--- config.mk ---
export PLATFORM = sky130hd
export DESIGN_NAME = fetch_stage
export DESIGN_NICKNAME = d
export VERILOG_FILES = /design/src/rtl/pipeline_pkg.sv /design/src/rtl/fetch_perf_counters.sv /design/src/rtl/fetch_stage.sv
export SDC_FILE = /design/constraint.sdc
export NUM_CORES = 1
export LEC_CHECK = 0
export CAP_MARGIN = 10
export CELL_PAD_IN_SITES_DETAIL_PLACEMENT = 1
export CELL_PAD_IN_SITES_GLOBAL_PLACEMENT = 2
export CORE_MARGIN = 10
export CORE_UTILIZATION = 32
export CTS_CLUSTER_DIAMETER = 30
export CTS_CLUSTER_SIZE = 8
export DETAILED_ROUTE_END_ITERATION = 6
export GPL_ROUTABILITY_DRIVEN = 0
export PLACE_DENSITY = 0.94
export SYNTH_ARGS = -nofsm -noshare
export SYNTH_HDL_FRONTEND = slang
export SYNTH_SLANG_ARGS = --single-unit
--- constraint.sdc ---
create_clock -name clk -period 3.88 [get_ports clk]
set_clock_uncertainty 0.2 [all_clocks]
set_input_delay 0.776 -clock clk [delete_from_list [all_inputs] [get_ports clk]]
set_output_delay 0.776 -clock clk [all_outputs]
set_load 0.05 [all_outputs]
--- src/rtl/pipeline_pkg.sv ---
// Shared pipeline types and constants: fetch FSM states, the canonical NOP,
// and opcode values also used by hazard detection.
package pipeline_pkg;

  typedef enum logic [1:0] {
    S_RESET,
    S_REQ,
    S_HAVE,
    S_DROP
  } fetch_state_t;

  localparam logic [31:0] NOP_INSTR = 32'h0000_0000;

  localparam logic [5:0] OP_RTYPE = 6'b000000;
  localparam logic [5:0] OP_BEQ   = 6'b000100;
  localparam logic [5:0] OP_SW    = 6'b101011;

  // Word-aligned PC increment; wraps naturally at 32 bits.
  function automatic logic [31:0] pc_plus4(input logic [31:0] pc);
    return (pc + 32'd4) & ~32'd3;
  endfunction

endpackage

--- src/rtl/fetch_perf_counters.sv ---
// Three free-running 32-bit event counters for the fetch stage
// (stalls, wait-state bubbles, redirect flushes). Wrap on overflow.
module fetch_perf_counters (
  input  logic        clk,
  input  logic        reset,
  input  logic        stall_evt,
  input  logic        bubble_evt,
  input  logic        flush_evt,
  output logic [31:0] stall_cnt,
  output logic [31:0] bubble_cnt,
  output logic [31:0] flush_cnt
);

  logic [2:0] evt;
  assign evt = {flush_evt, bubble_evt, stall_evt};

  generate
    for (genvar gi = 0; gi < 3; gi++) begin : g_cnt
      logic [31:0] cnt_reg;
      always_ff @(posedge clk) begin
        if (reset) begin
          cnt_reg <= '0;
        end else if (evt[gi]) begin
          cnt_reg <= cnt_reg + 32'd1;
        end
      end
    end
  endgenerate

  assign stall_cnt  = g_cnt[0].cnt_reg;
  assign bubble_cnt = g_cnt[1].cnt_reg;
  assign flush_cnt  = g_cnt[2].cnt_reg;

endmodule

--- src/rtl/fetch_stage.sv ---
// MIPS IF stage: PC, instruction-memory request FSM and IF/ID register.
// Optional performance counters are built when FETCH_PERF_CNT_EN is defined.
module fetch_stage
  import pipeline_pkg::*;
#(
  parameter logic [31:0] RESET_PC = 32'h0000_0000
) (
  input  logic        clk,
  input  logic        reset,
  input  logic        PcWrite,
  input  logic        IF_ID_write,
  input  logic        redirect_valid,
  input  logic [31:0] redirect_pc,
  output logic        imem_req,
  output logic [31:0] imem_addr,
  input  logic [31:0] imem_rdata,
  input  logic        imem_valid,
  output logic [31:0] IF_ID_instr,
  output logic [31:0] IF_ID_pc4,
  output logic        IF_ID_valid
`ifdef FETCH_PERF_CNT_EN
  ,
  output logic [31:0] stall_cnt,
  output logic [31:0] bubble_cnt,
  output logic [31:0] flush_cnt
`endif
);

  localparam logic [31:0] RESET_PC_ALIGNED = RESET_PC & ~32'd3;

  fetch_state_t state_reg, state_next;
  logic [31:0]  pc_reg, pc_next;
  logic [31:0]  drop_addr_reg, drop_addr_next;
  logic [31:0]  hold_reg, hold_next;
  logic [31:0]  instr_reg, instr_next;
  logic [31:0]  pc4_reg, pc4_next;
  logic         valid_reg, valid_next;
  logic [31:0]  pc4;
  logic [31:0]  redirect_aligned;

  assign pc4              = pc_plus4(pc_reg);
  assign redirect_aligned = redirect_pc & ~32'd3;

  always_ff @(posedge clk) begin
    if (reset) begin
      state_reg     <= S_RESET;
      pc_reg        <= RESET_PC_ALIGNED;
      drop_addr_reg <= '0;
      hold_reg      <= '0;
      instr_reg     <= NOP_INSTR;
      pc4_reg       <= '0;
      valid_reg     <= 1'b0;
    end else begin
      state_reg     <= state_next;
      pc_reg        <= pc_next;
      drop_addr_reg <= drop_addr_next;
      hold_reg      <= hold_next;
      instr_reg     <= instr_next;
      pc4_reg       <= pc4_next;
      valid_reg     <= valid_next;
    end
  end

  always_comb begin
    state_next     = state_reg;
    pc_next        = pc_reg;
    drop_addr_next = drop_addr_reg;
    hold_next      = hold_reg;
    instr_next     = instr_reg;
    pc4_next       = pc4_reg;
    valid_next     = valid_reg;
    imem_req       = 1'b0;
    imem_addr      = pc_reg;

    case (state_reg)
      S_RESET: begin
        state_next = S_REQ;
        if (redirect_valid) begin
          pc_next    = redirect_aligned;
          instr_next = NOP_INSTR;
          pc4_next   = pc4;
          valid_next = 1'b0;
        end
      end

      S_REQ: begin
        imem_req = 1'b1;
        if (redirect_valid) begin
          pc_next    = redirect_aligned;
          instr_next = NOP_INSTR;
          pc4_next   = pc4;
          valid_next = 1'b0;
          hold_next  = '0;
          // An unanswered request must still be retired at its old address.
          if (!imem_valid) begin
            drop_addr_next = pc_reg;
            state_next     = S_DROP;
          end
        end else if (imem_valid) begin
          if (IF_ID_write) begin
            instr_next = imem_rdata;
            pc4_next   = pc4;
            valid_next = 1'b1;
            if (PcWrite) pc_next = pc4;
          end else begin
            hold_next  = imem_rdata;
            state_next = S_HAVE;
          end
        end else if (IF_ID_write) begin
          instr_next = NOP_INSTR;
          pc4_next   = pc4;
          valid_next = 1'b0;
        end
      end

      S_HAVE: begin
        if (redirect_valid) begin
          pc_next    = redirect_aligned;
          instr_next = NOP_INSTR;
          pc4_next   = pc4;
          valid_next = 1'b0;
          hold_next  = '0;
          state_next = S_REQ;
        end else if (IF_ID_write) begin
          instr_next = hold_reg;
          pc4_next   = pc4;
          valid_next = 1'b1;
          if (PcWrite) pc_next = pc4;
          state_next = S_REQ;
        end
      end

      S_DROP: begin
        imem_req  = 1'b1;
        imem_addr = drop_addr_reg;
        if (redirect_valid) begin
          pc_next    = redirect_aligned;
          instr_next = NOP_INSTR;
          pc4_next   = pc4;
          valid_next = 1'b0;
        end else begin
          if (IF_ID_write) begin
            instr_next = NOP_INSTR;
            pc4_next   = pc4;
            valid_next = 1'b0;
          end
          if (imem_valid) state_next = S_REQ;
        end
      end

      default: state_next = S_RESET;
    endcase
  end

  assign IF_ID_instr = instr_reg;
  assign IF_ID_pc4   = pc4_reg;
  assign IF_ID_valid = valid_reg;

`ifdef FETCH_PERF_CNT_EN
  logic bubble_event;
  assign bubble_event = (state_reg == S_REQ) && !redirect_valid && !imem_valid && IF_ID_write;

  fetch_perf_counters u_perf (
    .clk        (clk),
    .reset      (reset),
    .stall_evt  (!IF_ID_write),
    .bubble_evt (bubble_event),
    .flush_evt  (redirect_valid),
    .stall_cnt  (stall_cnt),
    .bubble_cnt (bubble_cnt),
    .flush_cnt  (flush_cnt)
  );
`endif

endmodule
; ---- Word-level counts from Yosys, hierarchy flattened
; Cells that the tools add are included.
[classes]
n_addsub = 1
n_eq_ne = 14
muxes = 43
n_bitwise = 1
reduce_logical = 11
[ops]
columns = op, n
row1 = $mux 32, 21
row2 = $pmux 32 s2, 2
row3 = $pmux 32 s4, 1
row4 = $pmux 32 s3, 1
row5 = $add 32x3->32 const B, 1
row6 = $mux 2, 8
row7 = $ne 3x3->1 const B, 4
row8 = $mux 1, 8
row9 = $ne 2x2->1 const B, 4
row10 = $pmux 2 s4, 1
row11 = $reduce_and 3->1, 2
row12 = $reduce_and 6->1, 1
row13 = $eq 2x2->1 const B, 2
row14 = $ne 4x4->1 const B, 1
row15 = $pmux 1 s4, 1
row16 = $reduce_and 2->1, 2
row17 = $reduce_and 4->1, 1
row18 = $reduce_or 2->1, 2
row19 = $ne 3x1->1 const B, 1
row20 = $reduce_or 3->1, 1
row21 = $eq 2x1->1 const B, 1
row22 = $logic_not 2->1, 1
row23 = $ne 2x1->1 const B, 1
row24 = $reduce_bool 2->1, 1
row25 = $not 1->1, 1
[totals]
register_bits = 163
input_bits = 70
elab_cells = 77

; ---- Longest topological paths before layout
[logic_depth]
word_depth = 6
mapped_depth = 9

; ---- Least setup slack after synthesis
; Ideal clock, no wire load.
[synth_timing]
path_kind = register -> output
from = register state_reg[0]
to = output imem_addr[12]
t_arrival_ns = 2.021
path_slack_ns = 0.883
path_stages_with_launch = 5
n_path_buf = 2
cell_sequence = dfxtp_1 ha_1 clkbuf_1 clkbuf_1 o21ai_0
[synth_between]
elab_chain_cells = 2
[synth_lines]
columns = element, line_no
row1 = start: declaration, fetch_stage.sv:31  ; fetch_state_t state_reg, state_next;
row2 = start signal: assignment, fetch_stage.sv:54  ; state_reg <= state_next;
row3 = $eq 2x2->1, fetch_stage.sv:75  ; case (state_reg)
row4 = $mux 32, fetch_stage.sv:75
row5 = end: declaration, fetch_stage.sv:15  ; output logic [31:0] imem_addr,
; Every way passes these cells.

; ---- Worst setup path in the final report
[layout_timing]
from = register state_reg[1]
to = output imem_addr[27]
; The elaborated chain is that of the path after synthesis.

==> impl_metrics.toml <==
[critical_path]
endpoint_kind = "primary output"
cpLargestDelayFamily = "buffers and inverters"
cp_max_fo = 26
crit_type = "register to primary output"
critPathLaunchType = "register"
arrival_ns = 2.61
cp.required_ns = 2.90
cp_cell_sequence = "ha_4 -> buf_4 -> mux2_2 -> clkdlybuf4s50_1"
crit_slowest_cell = "clkdlybuf4s50_1"
worst_path_largest_cell_delay_ns = 0.71
critical_path_buf_inv_count = 2

[finish]
final_area_um2 = 9915
nets = 1077
drive_gt1_frac = 0.1045
area_growth_pct = 31.89

[synthesis]
synth_area_per_cell_um2 = 8.504
async_reset_ff_frac = 0
netlist_top_cells_count = "dfxtp_1, nand2_1, a21oi_1"
synth_most_common_cell = "dfxtp_1"
netlist_top_cells_area = "dfxtp_1, nand2_1, a21oi_1"
post_synth_num_cell_types = 72
synthCells = 884
yosys.area_share.simple = 0.1941
ys_warn_count = 0
ys_seq_elements = 157
synthAdderAreaFrac = 0.009987
synth_edf_count = 0
syn_area_um2 = 7517
synth_ff_type = "dfxtp_1"
synth_compound_gate_area_share = 0.2322
synthXorXnorAreaFrac = 0.03379
yosysTopAreaCell = "dfxtp_1"
synth_top_family_by_area = "compound AO/OA/AOI/OAI gates"
synth.area.mux_share = 0.04278
synth-seq-area-share = 0.4181
synth_top_area_frac = 0.4181

[timing]
fin_crit_sh = 0.9235
relSlewSlack = 0.3103
tns_ns = 0
fmax_mhz = 279.1
setup_viol = 0
tightest_slew_ns = 1.035
hold_viol = 0
finalMaxSlewViolations = 0
period_needed_ns = 3.583
rsz0062_at_grt = "no"

[routing]
postRouteAntennaNets = 0
drcViolationCount = 0
firstDrtPassIters = 4
drt_iter0_drc = 367
post_drt_wl_per_cell_um = 19.22
routed_via_density = 5.179
wirelength_mm = 25.68
via_count = 6919

[flow_run]
max_cap_viol_count = 0

[cts]
cts.sinks = 157
numCtsBuffers = 17
h-tree-depth = 4
root_buffer = "clkbuf_16"
clockBufferDepth = 2
cts_setup_buffers = 0
clock_latency_ns = 0.42
clkTransAtPathRegs_ns = 0.07
cts_tree = "yes"

[floorplanning]
die_x_um = 173.3
placementRows = 56
coreArea_um2 = 23260
dieHeight_um = 173.3
ios = 168
die_area_um2 = 30020
start_util = 0.3231

[global_route]
grt_pass1_vias = 7340
antenna_found_initial = 3
grt_pass1_wl_mm = 41.14
track_usage = 0.1671
grt_start_max_net_pins = 64
overflow = 0

[placed_design]
numPortBuffers = 161
dpl.hpwl_mm = 17.82
placed_area_um2 = 9288

[power]
pwr_density_cell_nw_per_um2 = 475.8
ir_drop_uv = 275.5
leakage_nw = 3.363

[run_status]
status = "finished clean"

[min_path]
hold_class = "register to register"
[what timing repair did]
action,CTS,global route
hold buffers,0,0
endpoints found under the setup margin,0,15
gates resized for setup,0,1
[through the flow]
stage	setup WS [ns]	util	hold slack, ns	power, mW	instances
floorplan	0.8831	-	0.2323	2.601	887
finish	0.2968	0.4262	0.2539	4.718	1336
global route	0.1853	0.4261	0.2805	4.933	1335
detailed placement	0.5138	0.3993	0.2473	3.009	1301
global placement	0.5494	0.3993	0.2382	2.986	1301
CTS	0.04937	0.4255	0.2560	4.760	1333
[worst min-delay path, cell delays in order, from the launching register on]
cell,delay (ns)
dfxtp_1,0.31
nand2_1,0.05
a21oi_1,0.05
[cell type report]
cell class	count	area, um2
fill	2760	13350
multi-input combinational	630	3902
sequential	157	3143
timing repair buffer	182	1804
clock buffer	17	425.4
tap	319	399.1
clock inverter	15	183.9
inverter	13	48.80
antenna	3	7.507
[power breakdown]
part | switching (mW) | total (mW) | leakage [nW] | internal, mW
logic | 0.742 | 1.15 | 1.79 | 0.408
clock network | 0.771 | 1.75 | 0.297 | 0.977
registers | 0.109 | 1.82 | 1.28 | 1.71
[metal layers]
layer,routed length [um],track usage,part of all wire,vias up
met5,0,0,0,-
met4,420,0.04851,0.016,0
met3,1212,0.04422,0.047,22
met2,12360,0.2774,0.48,133
met1,11690,0.2078,0.46,3365
li1,-,-,-,3399
[cell usage in the layout (no fill, tap or decap), types with 4 or more instances in the layout]
cell type        count
conb_1               4
nand4_1             10
a21oi_1             83
o31ai_1              4
ha_1                 5
nor2_1              63
xor2_1              16
o32ai_1              5
buf_4               19
dfxtp_1            157
a22oi_1             39
o21ai_0             23
xnor2_1             13
clkbuf_16           17
nor3_1               5
a211oi_1            31
mux2_2              25
mux2i_1              4
and2_1               6
nand3_1             43
o2bb2ai_1           33
clkdlybuf4s50_1    160
clkinv_4             4
nand2_1            134
nand2b_1             4
a31oi_1              6
inv_1               12
[worst paths after layout]
path                       end  depth (start not counted)  slack [ns]               from
max reg2reg         pc_reg[26]                          6        1.14          pc_reg[2]
max              imem_addr[27]                          4        0.30       state_reg[1]
min reg2reg  drop_addr_reg[17]                          2        0.25  drop_addr_reg[17]
min          drop_addr_reg[17]                          2        0.25  drop_addr_reg[17]
[cells by family after synthesis]
group	after synthesis
and+or+nand+nor	303
AOI/OAI and AO/OA	259
DFF	157
buffers and inverters	100
xor gates and xnor gates	29
muxes	29
adders and majority gates	6
other	1
No activity file was read; power rests on OpenSTA's default activity.
